<file path="src/rtl/trig_busy_responder_if.sv">
// Event-record stream of trig_busy_responder: the responder is the master,
// the event consumer is the slave.
interface trig_busy_responder_if;
  logic        evt_valid;
  logic        evt_ready;
  logic [31:0] evt_trigNum;
  logic [31:0] evt_timestamp;

  modport master (
    output evt_valid,
    output evt_trigNum,
    output evt_timestamp,
    input  evt_ready
  );

  modport slave (
    input  evt_valid,
    input  evt_trigNum,
    input  evt_timestamp,
    output evt_ready
  );
endinterface

</file>
<file path="src/rtl/trig_busy_responder.sv">
// Trigger responder: synchronises trigIn, accepts edges into a FWFT event FIFO,
// applies a per-trigger dead time and reports busy. Define TRIG_BUSY_TIMESTAMP_EN for timestamps.
module trig_busy_responder #(
  parameter int FIFO_DEPTH  = 8,
  parameter int SYNC_STAGES = 2
) (
  input  logic                         clock,
  input  logic                         reset,
  input  logic                         trigIn,
  input  logic                         enable,
  input  logic [15:0]                  holdoff,
  output logic                         busyOut,
  trig_busy_responder_if.master        evt,
  output logic [31:0]                  trig_count,
  output logic [15:0]                  drop_count,
  output logic [$clog2(FIFO_DEPTH):0]  fifo_level
);

  localparam int PW = $clog2(FIFO_DEPTH);
  localparam int LW = PW + 1;
`ifdef TRIG_BUSY_TIMESTAMP_EN
  localparam int ENTRY_W = 64;
`else
  localparam int ENTRY_W = 32;
`endif

  typedef enum logic {
    IDLE,
    HOLDOFF
  } state_e;

  logic [SYNC_STAGES-1:0] sync_q, sync_d;
  logic                   prev_q, prev_d;
  logic                   trig_edge_q, trig_edge_d;
  state_e                 state_q, state_d;
  logic [15:0]            hold_cnt_q, hold_cnt_d;
  logic [31:0]            trig_count_q, trig_count_d;
  logic [15:0]            drop_count_q, drop_count_d;
  logic [PW-1:0]          wr_ptr_q, wr_ptr_d;
  logic [PW-1:0]          rd_ptr_q, rd_ptr_d;
  logic [LW-1:0]          level_q, level_d;

  logic [ENTRY_W-1:0]     mem_q [FIFO_DEPTH];
  logic [ENTRY_W-1:0]     push_data;
  logic [ENTRY_W-1:0]     head;
  logic                   accept;
  logic                   push;
  logic                   pop;
  logic                   not_empty;

  assign not_empty = (level_q != '0);
  assign accept    = trig_edge_q && enable && (state_q == IDLE) && (level_q < LW'(FIFO_DEPTH));
  assign push      = accept;
  assign pop       = not_empty && evt.evt_ready;

`ifdef TRIG_BUSY_TIMESTAMP_EN
  logic [31:0] ts_q, ts_d;

  assign ts_d      = ts_q + 32'd1;
  assign push_data = {ts_q, trig_count_q};

  always_ff @(posedge clock) begin
    if (reset) ts_q <= '0;
    else       ts_q <= ts_d;
  end
`else
  assign push_data = trig_count_q;
`endif

  always_comb begin
    // NOTE: every signal gets its default before any branch, so no path can infer a latch.
    sync_d       = {sync_q[SYNC_STAGES-2:0], trigIn};
    prev_d       = sync_q[SYNC_STAGES-1];
    trig_edge_d  = sync_q[SYNC_STAGES-1] & ~prev_q;
    state_d      = state_q;
    hold_cnt_d   = hold_cnt_q;
    trig_count_d = trig_count_q;
    drop_count_d = drop_count_q;
    wr_ptr_d     = wr_ptr_q;
    rd_ptr_d     = rd_ptr_q;
    level_d      = level_q;

    // Counter is loaded with holdoff-1 so HOLDOFF lasts exactly holdoff cycles.
    case (state_q)
      IDLE: begin
        if (accept && (holdoff != 16'd0)) begin
          state_d    = HOLDOFF;
          hold_cnt_d = holdoff - 16'd1;
        end
      end
      HOLDOFF: begin
        if (hold_cnt_q == 16'd0) state_d = IDLE;
        else                     hold_cnt_d = hold_cnt_q - 16'd1;
      end
      default: state_d = IDLE;
    endcase

    if (accept) trig_count_d = trig_count_q + 32'd1;
    if (trig_edge_q && enable && !accept && (drop_count_q != 16'hFFFF))
      drop_count_d = drop_count_q + 16'd1;

    if (push) wr_ptr_d = wr_ptr_q + PW'(1);
    if (pop)  rd_ptr_d = rd_ptr_q + PW'(1);
    if (push && !pop)      level_d = level_q + LW'(1);
    else if (pop && !push) level_d = level_q - LW'(1);
  end

  always_ff @(posedge clock) begin
    // NOTE: state registers use non-blocking assignments so every flop samples pre-edge values.
    if (reset) begin
      sync_q       <= '0;
      prev_q       <= 1'b0;
      trig_edge_q  <= 1'b0;
      state_q      <= IDLE;
      hold_cnt_q   <= '0;
      trig_count_q <= '0;
      drop_count_q <= '0;
      wr_ptr_q     <= '0;
      rd_ptr_q     <= '0;
      level_q      <= '0;
    end else begin
      sync_q       <= sync_d;
      prev_q       <= prev_d;
      trig_edge_q  <= trig_edge_d;
      state_q      <= state_d;
      hold_cnt_q   <= hold_cnt_d;
      trig_count_q <= trig_count_d;
      drop_count_q <= drop_count_d;
      wr_ptr_q     <= wr_ptr_d;
      rd_ptr_q     <= rd_ptr_d;
      level_q      <= level_d;
    end
  end

  // NOTE: the storage array has no reset; occupancy lives in level_q and read data is gated by evt_valid.
  always_ff @(posedge clock) begin
    if (push) mem_q[wr_ptr_q] <= push_data;
  end

  assign head              = mem_q[rd_ptr_q];
  assign evt.evt_valid     = not_empty;
  assign evt.evt_trigNum   = not_empty ? head[31:0] : 32'd0;
`ifdef TRIG_BUSY_TIMESTAMP_EN
  assign evt.evt_timestamp = not_empty ? head[63:32] : 32'd0;
`else
  assign evt.evt_timestamp = 32'd0;
`endif

  assign busyOut    = !enable || (state_q == HOLDOFF) || (level_q >= LW'(FIFO_DEPTH - 1));
  assign trig_count = trig_count_q;
  assign drop_count = drop_count_q;
  assign fifo_level = level_q;

endmodule
</file>
<file path="src/flat_wrapper.sv">
// flat-port wrapper written by rule: the top's interface ports become plain ports
module trig_busy_responder_flat 
#(
  parameter int FIFO_DEPTH  = 8,
  parameter int SYNC_STAGES = 2
)
  (clock, reset, trigIn, enable, holdoff, busyOut, trig_count, drop_count, fifo_level, evt_evt_valid, evt_evt_trigNum, evt_evt_timestamp, evt_evt_ready);
  trig_busy_responder_if evt_i ();
  input  logic clock;
  input  logic reset;
  input  logic trigIn;
  input  logic enable;
  input  logic [15:0] holdoff;
  output logic busyOut;
  output logic [31:0] trig_count;
  output logic [15:0] drop_count;
  output logic [$clog2(FIFO_DEPTH):0] fifo_level;
  output wire logic [$bits(evt_i.evt_valid)-1:0] evt_evt_valid;
  output wire logic [$bits(evt_i.evt_trigNum)-1:0] evt_evt_trigNum;
  output wire logic [$bits(evt_i.evt_timestamp)-1:0] evt_evt_timestamp;
  input wire logic [$bits(evt_i.evt_ready)-1:0] evt_evt_ready;
  assign evt_evt_valid = evt_i.evt_valid;
  assign evt_evt_trigNum = evt_i.evt_trigNum;
  assign evt_evt_timestamp = evt_i.evt_timestamp;
  assign evt_i.evt_ready = evt_evt_ready;
  trig_busy_responder #(.FIFO_DEPTH(FIFO_DEPTH), .SYNC_STAGES(SYNC_STAGES)) u_core (.clock(clock), .reset(reset), .trigIn(trigIn), .enable(enable), .holdoff(holdoff), .busyOut(busyOut), .evt(evt_i), .trig_count(trig_count), .drop_count(drop_count), .fifo_level(fifo_level));
endmodule
</file>
<file path="config.mk">
export PLATFORM = sky130hd
export DESIGN_NAME = trig_busy_responder_flat
export DESIGN_NICKNAME = d
export VERILOG_FILES = /design/src/rtl/trig_busy_responder_if.sv /design/src/rtl/trig_busy_responder.sv /design/src/flat_wrapper.sv
export SDC_FILE = /design/constraint.sdc
export NUM_CORES = 1
export LEC_CHECK = 0
export BUFFER_PORTS_ARGS = -buffer_cell sky130_fd_sc_hd__buf_4
export CORE_MARGIN = 3
export CORE_UTILIZATION = 59
export CTS_CLUSTER_SIZE = 40
export DETAILED_ROUTE_END_ITERATION = 7
export PLACE_DENSITY = 0.8
export SLEW_MARGIN = 25
export SYNTH_ARGS = -nofsm -noshare
export SYNTH_HDL_FRONTEND = slang
export SYNTH_SLANG_ARGS = --single-unit
</file>
<file path="constraint.sdc">
create_clock -name clock -period 5.07 [get_ports clock]
set_input_delay 0.507 -clock clock [delete_from_list [all_inputs] [get_ports clock]]
set_output_delay 0.507 -clock clock [all_outputs]
set_load 0.02 [all_outputs]
</file>
==> results.json <==
{
  "status": "finished clean",
  "cts.htree.levels": 2,
  "synth.top_cell.area_share_pct": 54.73,
  "busiest_layer": "met2",
  "netlist-cell-type-count": 62,
  "grt_use_met2_pct": 37.91,
  "clock_latency_ps": 520,
  "post_cts_buffers": 0,
  "drv_slew": 0,
  "cp.arrival_ps": 2940,
  "yosys_warnings": 0,
  "critical_path_class": "reg -> out",
  "via_per_inst": 5.866,
  "cts.repair.resized": 0,
  "async_flop_share_pct": 0,
  "peakVddDrop_uv": 332.9,
  "worstPathMaxFanout": 45,
  "critPathRequiredTime_ps": 4560,
  "routabilityCongestion": 0.8683,
  "grt_pass1_wl_um": 45070,
  "yosys_register_bits": 338,
  "p_per_area_nw_per_um2": 436.8,
  "rows": 55,
  "area_growth_pct": 16.16,
  "rsz0062_at_grt": "no",
  "clock.fmax_ghz": 0.2903,
  "synth_edf_count": 256,
  "grt_usage_pct": 22.04,
  "start_util_pct": 61.11,
  "cts_tree": "yes",
  "finalSetupTns_ps": 0,
  "grt_overflow": 0,
  "cp-end-kind": "output pin",
  "wirelength_um": 28190,
  "die_x_um": 160.3,
  "yosysMostFrequentCell": "edfxtp_1",
  "post_route_cells_drive_above_1_share_pct": 23.92,
  "netlist_area_um2": 14050,
  "regArea_um2": 9338,
  "fill_cells": 1507,
  "avgSynthCellArea_um2": 14.86,
  "numCtsBuffers": 34,
  "post_drt_wl_per_cell_um": 20.13,
  "fin_area_um2": 16320,
  "vias": 8213,
  "slew_headroom_pct": 34.17,
  "period_share_pct": 67.93,
  "tightest_slew_ps": 983.8,
  "syn_inst": 945,
  "grt_max_degree": 80,
  "clkTransAtPathRegs_ps": 60,
  "place_area_um2": 15210,
  "grt_use_met1_pct": 29.12,
  "die-area_um2": 25690,
  "cts_buffer_depth": 3,
  "post-route-drc-count": 0,
  "diodes": 0,
  "die_y_um": 160.3,
  "p_leak_nw": 5.898,
  "antenna_found_initial": 0,
  "hold_path.class": "in -> reg",
  "finalHoldViolCount": 0,
  "drtIter0Drc": 608,
  "dr.pass1.iters": 5,
  "grt_pass1_vias": 8235,
  "finalSetupViolations": 0,
  "yosys.area.top_type": "edfxtp_1",
  "synth_commonest_cells": "256 x edfxtp_1, 115 x nor2_1, 82 x dfxtp_1",
  "io_pins": 139,
  "port_buffers": 106,
  "clockRootBuffer": "clkbuf_16",
  "yosysSeqAreaShare_pct": 66.42,
  "antenna_left": 0,
  "multiInputGateArea_um2": 4463,
  "synth-main-ff-cell": "edfxtp_1",
  "synthTopCellsByArea": "edfxtp_1 55%, dfxtp_1 12%, mux4_2 10%",
  "grtUsageMet3_pct": 3.921,
  "hold_buffers": 0,
  "finalCriticalPeriod_ps": 3444,
  "nNetsFinal": 1091,
  "drv_cap": 0,
  "dp_hpwl_um": 17210,
  "worst_setup_path_start_kind": "flip-flop",
  "skew_ps": 25.38,
  "coreArea_um2": 22980,
  "cts_num_sinks": 338
}
-- where the power goes --
| part | total [mW] | internal, mW | switching, mW |
|---|---|---|---|
| registers | 3.14 | 2.98 | 0.161 |
| clock network | 2.38 | 1.38 | 1.01 |
| logic | 1.61 | 0.761 | 0.848 |
| total | 7.13 | 5.11 | 2.01 |
-- stage by stage --
step	hold WS, ps	power [mW]	worst slack, ps	cells	utilization [%]
floorplan	367.4	4.354	944.6	976	-
finish	206.2	7.127	1626	1400	70.99
global placement	371.9	4.891	1992	1332	65.67
global route	209.0	7.417	1345	1400	70.99
CTS	193.9	7.191	1517	1398	70.78
detailed placement	381.0	4.817	2001	1336	66.16
-- metal layers --
layer | share of wire [%] | wire (um)
met2 | 51 | 14280
met5 | 0 | 0
met1 | 41 | 11530
met3 | 6.3 | 1774
met4 | 2.1 | 601
-- kinds of logic (layout without fill, tap and decap cells) --
logic type      Yosys count  after routing  share of synthesized area [%]
flops                   338            338                          66.42
simple gates            283            283                          9.852
mux                     107            107                          13.35
buf+inv                  82            193                          3.180
compound gates           77             77                          3.323
xor+xnor                 48             48                          2.993
fa+ha+maj                 9              9                         0.8552
other cells               1             32                        0.02670
-- sequential cells by signal (all words and copies together) (netlist names), 2 cells and up, named ones only --
| register | flops |
|---|---|
| u_core.mem_q | 256 |
| u_core.trig_count | 32 |
| u_core.drop_count | 16 |
| u_core.hold_cnt_q | 16 |
| u_core.fifo_level | 4 |
| u_core.rd_ptr_q | 3 |
| u_core.wr_ptr_q | 3 |
| u_core.sync_q | 2 |
-- worst paths after layout --
path | from | end | slack (ps) | cells after the start
worst max-delay path | flip-flop | evt_evt_trigNum[23] | 1630 | 5
worst min-delay path | trigIn | u_core.sync_q[0] | 210 | 2
worst max register to register | u_core.fifo_level[1] | u_core.fifo_level[3] | 1980 | 12
worst min register to register | u_core.prev_q | u_core.trig_edge_q | 390 | 1
-- cell type report --
class                   count  area share, %
repair buffers            122          6.304
clock buffers              44          5.567
clock inverters            18         0.9356
inverters                   9         0.2071
multi-input cells         556          27.35
well taps                 313          2.400
flip-flops and latches    338          57.23
-- critical path, stage by stage, from the launching register on --
cell and delay (ps):
dfxtp_4 930, buf_4 490, mux4_2 560, mux2i_1 170, nor2_1 60, buf_4 180
-- placed cells by master, fill, tap and decap left out, types with 19 or more instances in the layout --
| cell | count |
|---|---|
| a21oi_1 | 28 |
| buf_4 | 116 |
| clkbuf_16 | 34 |
| conb_1 | 32 |
| dfxtp_1 | 79 |
| edfxtp_1 | 256 |
| mux2i_1 | 40 |
| mux4_2 | 64 |
| nand2_1 | 42 |
| nand3_1 | 37 |
| nor2_1 | 109 |
| o21ai_0 | 19 |
| xnor2_1 | 21 |
| xor2_1 | 27 |
Note: power is estimated with default switching activity, not from simulation.
